`src/rtl/uart_move_rx.sv`:
```
// Oversampling 8N1 receiver for the inter-board move link: recovers one byte per frame,
// pulsing ready on a good stop bit or frame_err on a low one, and arms only after a long idle gap.
module uart_move_rx #(
    parameter int CLK_PER_SAMP  = 423,
    parameter int SAMP_PER_BIT  = 16,
    parameter int PKT_LEN       = 8,
    parameter int WAITING_COUNT = 65_000
) (
    input  logic               clk_in,
    input  logic               rst_n_in,
    input  logic               rx,
    output logic               ready,
    output logic [PKT_LEN-1:0] data_out,
    output logic               frame_err,
    output logic               busy
);

    localparam int TICK_W = $clog2(CLK_PER_SAMP);
    localparam int SAMP_W = $clog2(SAMP_PER_BIT);
    localparam int BIT_W  = $clog2(PKT_LEN);
    localparam int IDLE_W = $clog2(WAITING_COUNT);

    typedef enum logic [2:0] {
        WAIT_IDLE,
        IDLE,
        START,
        DATA,
        STOP
    } state_t;

    state_t               state_q, state_d;
    logic [IDLE_W-1:0]    idle_cnt_q, idle_cnt_d;
    logic [TICK_W-1:0]    tick_cnt_q, tick_cnt_d;
    logic [SAMP_W-1:0]    samp_cnt_q, samp_cnt_d;
    logic [BIT_W-1:0]     bit_cnt_q, bit_cnt_d;
    logic [1:0]           votes_q, votes_d;
    logic                 bit_val_q, bit_val_d;
    logic                 have_vote_q, have_vote_d;
    logic [PKT_LEN-1:0]   shift_q, shift_d;
    logic [PKT_LEN-1:0]   data_q, data_d;
    logic                 ready_q, ready_d;
    logic                 frame_err_q, frame_err_d;
    logic                 busy_q, busy_d;
    logic                 rx_meta_q, rx_s_q, rx_prev_q;

    logic tick, samp_first, samp_second, samp_third, bit_end, vote;

    function automatic logic maj3(input logic a, input logic b, input logic c);
        return (a & b) | (a & c) | (b & c);
    endfunction

    // Sample index j of a bit is taken on the tick that advances samp_cnt from j-1 to j,
    // with index 0 at the bit boundary (start-bit detect for the first bit).
    assign tick        = (tick_cnt_q == TICK_W'(CLK_PER_SAMP - 1));
    assign samp_first  = tick && (samp_cnt_q == SAMP_W'(SAMP_PER_BIT / 2 - 2));
    assign samp_second = tick && (samp_cnt_q == SAMP_W'(SAMP_PER_BIT / 2 - 1));
    assign samp_third  = tick && (samp_cnt_q == SAMP_W'(SAMP_PER_BIT / 2));
    assign bit_end     = tick && (samp_cnt_q == SAMP_W'(SAMP_PER_BIT - 1));
    assign vote        = maj3(votes_q[1], votes_q[0], rx_s_q);

    always_ff @(posedge clk_in) begin
        if (!rst_n_in) begin
            state_q     <= WAIT_IDLE;
            idle_cnt_q  <= '0;
            tick_cnt_q  <= '0;
            samp_cnt_q  <= '0;
            bit_cnt_q   <= '0;
            votes_q     <= '0;
            bit_val_q   <= 1'b0;
            have_vote_q <= 1'b0;
            shift_q     <= '0;
            data_q      <= '0;
            ready_q     <= 1'b0;
            frame_err_q <= 1'b0;
            busy_q      <= 1'b0;
            rx_meta_q   <= 1'b1;
            rx_s_q      <= 1'b1;
            rx_prev_q   <= 1'b1;
        end else begin
            state_q     <= state_d;
            idle_cnt_q  <= idle_cnt_d;
            tick_cnt_q  <= tick_cnt_d;
            samp_cnt_q  <= samp_cnt_d;
            bit_cnt_q   <= bit_cnt_d;
            votes_q     <= votes_d;
            bit_val_q   <= bit_val_d;
            have_vote_q <= have_vote_d;
            shift_q     <= shift_d;
            data_q      <= data_d;
            ready_q     <= ready_d;
            frame_err_q <= frame_err_d;
            busy_q      <= busy_d;
            rx_meta_q   <= rx;
            rx_s_q      <= rx_meta_q;
            rx_prev_q   <= rx_s_q;
        end
    end

    always_comb begin
        state_d     = state_q;
        idle_cnt_d  = idle_cnt_q;
        tick_cnt_d  = tick ? '0 : tick_cnt_q + TICK_W'(1);
        samp_cnt_d  = samp_cnt_q;
        bit_cnt_d   = bit_cnt_q;
        votes_d     = votes_q;
        bit_val_d   = bit_val_q;
        have_vote_d = have_vote_q;
        shift_d     = shift_q;
        data_d      = data_q;
        ready_d     = 1'b0;
        frame_err_d = 1'b0;
        busy_d      = busy_q;

        if (tick) begin
            samp_cnt_d = bit_end ? '0 : samp_cnt_q + SAMP_W'(1);
        end
        if (samp_first) begin
            votes_d[0] = rx_s_q;
        end
        if (samp_second) begin
            votes_d[1] = rx_s_q;
        end

        case (state_q)
            WAIT_IDLE: begin
                if (!rx_s_q) begin
                    idle_cnt_d = '0;
                end else if (idle_cnt_q == IDLE_W'(WAITING_COUNT - 1)) begin
                    idle_cnt_d = '0;
                    state_d    = IDLE;
                end else begin
                    idle_cnt_d = idle_cnt_q + IDLE_W'(1);
                end
            end
            IDLE: begin
                if (rx_prev_q && !rx_s_q) begin
                    state_d    = START;
                    busy_d     = 1'b1;
                    tick_cnt_d = '0;
                    samp_cnt_d = '0;
                end
            end
            START: begin
                if (samp_third) begin
                    if (!vote) begin
                        state_d     = DATA;
                        bit_cnt_d   = '0;
                        have_vote_d = 1'b0;
                    end else begin
                        state_d = IDLE;
                        busy_d  = 1'b0;
                    end
                end
            end
            // The first bit_end seen here closes the start bit; have_vote gates it out.
            DATA: begin
                if (samp_third) begin
                    bit_val_d   = vote;
                    have_vote_d = 1'b1;
                end
                if (bit_end && have_vote_q) begin
                    shift_d     = {bit_val_q, shift_q[PKT_LEN-1:1]};
                    have_vote_d = 1'b0;
                    if (bit_cnt_q == BIT_W'(PKT_LEN - 1)) begin
                        state_d = STOP;
                    end else begin
                        bit_cnt_d = bit_cnt_q + BIT_W'(1);
                    end
                end
            end
            STOP: begin
                if (samp_third) begin
                    busy_d = 1'b0;
                    if (vote) begin
                        data_d  = shift_q;
                        ready_d = 1'b1;
                        state_d = IDLE;
                    end else begin
                        frame_err_d = 1'b1;
                        idle_cnt_d  = '0;
                        state_d     = WAIT_IDLE;
                    end
                end
            end
            default: begin
                state_d = WAIT_IDLE;
            end
        endcase
    end

    assign ready     = ready_q;
    assign frame_err = frame_err_q;
    assign busy      = busy_q;
    assign data_out  = data_q;

endmodule

```
`config.mk`:
```
export PLATFORM = sky130hd
export DESIGN_NAME = uart_move_rx
export DESIGN_NICKNAME = d
export VERILOG_FILES = /design/src/rtl/uart_move_rx.sv
export SDC_FILE = /design/constraint.sdc
export NUM_CORES = 1
export LEC_CHECK = 0
export CORE_ASPECT_RATIO = 1.4
export CORE_UTILIZATION = 56
export DETAILED_ROUTE_END_ITERATION = 10
export DONT_BUFFER_PORTS = 1
export PLACE_DENSITY_LB_ADDON = 0.2
export SLEW_MARGIN = 20
export SYNTH_ARGS = -nofsm -noshare
export SYNTH_HDL_FRONTEND = slang
export SYNTH_SLANG_ARGS = --single-unit
```
`constraint.sdc`:
```
create_clock -name clk_in -period 2.05 [get_ports clk_in]
set_input_delay 0.5125 -clock clk_in [delete_from_list [all_inputs] [get_ports clk_in]]
set_output_delay 0.5125 -clock clk_in [all_outputs]
set_load 0.05 [all_outputs]
```
==> impl_metrics.toml <==
[setup_path]
r2r_end = "idle_cnt_q[15]"
r2r_cells = 8
rr_startpoint = "tick_cnt_q[0]"
worstSetupEndpointType = "flop"
arrival_ns = 2.26
cp.required_ns = 2.33
endpoint = "idle_cnt_q[15]"
regToRegSetupSlack_ns = 0.07
critPathMaxStageDelay_ns = 0.44
crit_chain = "inv_1, ha_2, nand4bb_4, o41ai_4, buf_4, nand3_4, or4_1, a21oi_2"
critPathLaunchType = "flop"
critical_path_class = "reg2reg"
crit_slowest_cell = "or4_1"
crit_fanout = 5
crit_path_start = "tick_cnt_q[0]"

[drt]
antenna_left = 0
wire_per_inst_microns = 14.5
dr.pass1.iters = 8
vias = 2260
vias_per_cell = 5.62
drc = 1
wl_microns = 5810
drtIter0Drc = 98

[synth]
syn-num-nets = 320
yosys.area_share.simple_pct = 26.6
syn_area_sq_um = 2800
synth_top_family_by_area = "simple AND/OR/NAND/NOR gates"
muxShareOfSynthArea_pct = 6.44
ys_async_sr_fraction_pct = 0
synth_fa_ha_area_share_pct = 3.98
synth_common_cells = "dfxtp_1 (61), nor2_1 (43), nand2_1 (23)"
ys_seq_area_share_pct = 43.7
ys_seq_elements = 61
synthCells = 309
synthXorXnorAreaFrac_pct = 4.38
synth_compound_area_share_pct = 11.8
ys.flop_type = "dfxtp_1"
synth_top_area_cell = "dfxtp_1"
synth.most_common_cell = "dfxtp_1"
ys_types = 50
synth_edf_count = 0
ys_warn_count = 0
synthTopCellsByArea = "dfxtp_1 (44%), mux2i_1 (6.4%), nor2_1 (5.8%)"
netlist.area_leader.share_pct = 43.7
avgSynthCellArea_sq_um = 9.05

[die]
start_util_pct = 57.8
die_height_microns = 85.6
rows = 30
pin_count = 14
die_area_sq_um = 5280
die_x_microns = 61.7
design.core.area_sq_um = 4840

[global_route]
grt_pass1_vias = 2182
grt_pass1_wl_microns = 9350
gr-total-overflow = 0
track_usage_pct = 24.4
antenna_found_initial = 0
grt_max_degree = 18

[clocking]
cts_tree = "yes"
clockBufferDepth = 2
clock_latency_ns = 0.35
path_clk_slew_ns = 0.07
cts_max_level = 3
cts_root_buffer = "clkbuf_8"
clock-sinks = 61
cts_buffers = 9
postCtsHoldBufs = 0

[power_and_ir_drop]
power.density_nw_per_um2 = 779
vdd.ir_drop.worst_mv = 0.640
p_int_mw = 2.07
p_clk_share_pct = 50.6
combPwrFrac_pct = 2.9
p_sw_mw = 0.526
seqPwrFrac_pct = 46.5
p_sw_share_pct = 20.3
total_leakage_power_nw = 1.26

[timing]
slew_headroom_pct = 63.8
hold_viol = 0
period_minus_slack_ns = 1.98
hold_ws_ns = 0.247
drv_slew = 0
finalCritPeriodShare_pct = 96.5
fin_worst_skew_ns = 0.0105
layout_setup_ws_ns = 0.0721
max_freq_ghz = 0.506
setup_viol = 0
tightest_slew_ns = 0.542

[placement]
place_ws_ns = 0.0382
hpwl_microns = 4140
place_inst = 385
gp_congestion = 0.910
port_buffers = 0

[job]
drv_cap = 0

[finish]
drive_gt1_share_pct = 18.6
area_growth_pct = 19.0
diodes = 0
fin_cells = 402
num-fill-cells = 398
nNetsFinal = 344

[worst_hold_path]
hold_class = "in2reg"

[outcome]
violations = "design-rule violations"
status = "finished, violations left"
## worst max-delay path, delay by kind of cell, from the launching register on
kind	cells	cell delay [ns]
buffers and inverters	2	0.24
and+or+nand+nor	3	0.67
adders and majority gates	1	0.20
AOI/OAI and AO/OA	2	0.49
DFF	1	0.31
## power by group through the flow
stage	combinational, mW	sequential, mW	clock, mW
global route	0.0834	1.21	1.39
floorplan	0.0443	1.24	0
global placement	0.0704	1.23	0
detailed placement	0.0714	1.23	0
finish	0.0749	1.21	1.31
CTS	0.0717	1.21	1.33
## how the worst min path moves through the flow
stage	start	end	depth (start not counted)
6_report	rst_n_in	rx_prev_q	1
5_1_grt	rst_n_in	rx_meta_q	1
4_1_cts	rst_n_in	rx_prev_q	1
3_5_place_dp	rx_meta_q	rx_s_q	1
3_3_place_gp	rx_meta_q	rx_s_q	1
2_1_floorplan	rx_meta_q	rx_s_q	1
## kinds of logic after synthesis
family          after synthesis
fa+ha+maj                     9
compound gates               49
mux                          18
buf+inv                      20
flops                        61
simple gates                138
xor+xnor                     14
## cells in the final DEF (no fill, tap or decap), types with 5 or more instances in the layout
cell type,n
a31oi_1,5
o21ai_0,12
nor2_1,43
nand2b_1,5
clkbuf_8,10
nand4_1,6
buf_4,26
dfxtp_1,61
a21oi_1,12
nand2_1,23
ha_1,7
xor2_1,12
inv_1,6
mux2i_1,18
and3_1,7
nand3_1,16
## cell type report
class / instances / area [sq um] / area share, %
repair buffers: 27 / 215 / 6.47
inverters: 6 / 22.5 / 0.677
flip-flops and latches: 61 / 1220 / 36.7
well taps: 64 / 80.1 / 2.41
clock buffers: 10 / 138 / 4.14
multi-input cells: 228 / 1540 / 46.3
clock inverters: 6 / 110 / 3.31
## what timing repair did
| item | in CTS | in global routing |
|---|---|---|
| setup endpoints to repair | 0 | 22 |
| gates resized for setup | 0 | 9 |
| buffers inserted | 0 | 1 |
## sequential cells by signal (all words and copies together) (netlist names), 2 cells and up
signal      flops
state_q         3
bit_cnt_q       3
samp_cnt_q      4
idle_cnt_q     16
votes_q         2
shift_q         8
data_out        8
tick_cnt_q      9
## routing by layer
metal | up-vias | part of all wire (%) | track usage, %
met1 | 1066 | 41 | 24.5
li1 | 1154 | - | -
met5 | - | 0 | 0
met2 | 26 | 54 | 43.0
met4 | 0 | 2.7 | 11.7
met3 | 14 | 2.4 | 8.14
## metrics by stage
step / TNS, ns / util, % / area (sq um) / power (mW)
after floorplan: 0 / - / 2800 / 1.28
after global placement: 0 / 62.5 / 3030 / 1.30
after detailed placement: 0 / 62.5 / 3030 / 1.30
after CTS: 0 / 67.6 / 3270 / 2.61
after global routing: -0.0527 / 68.7 / 3330 / 2.68
final: 0 / 68.7 / 3330 / 2.59
Note: power is estimated with default switching activity, not from simulation.
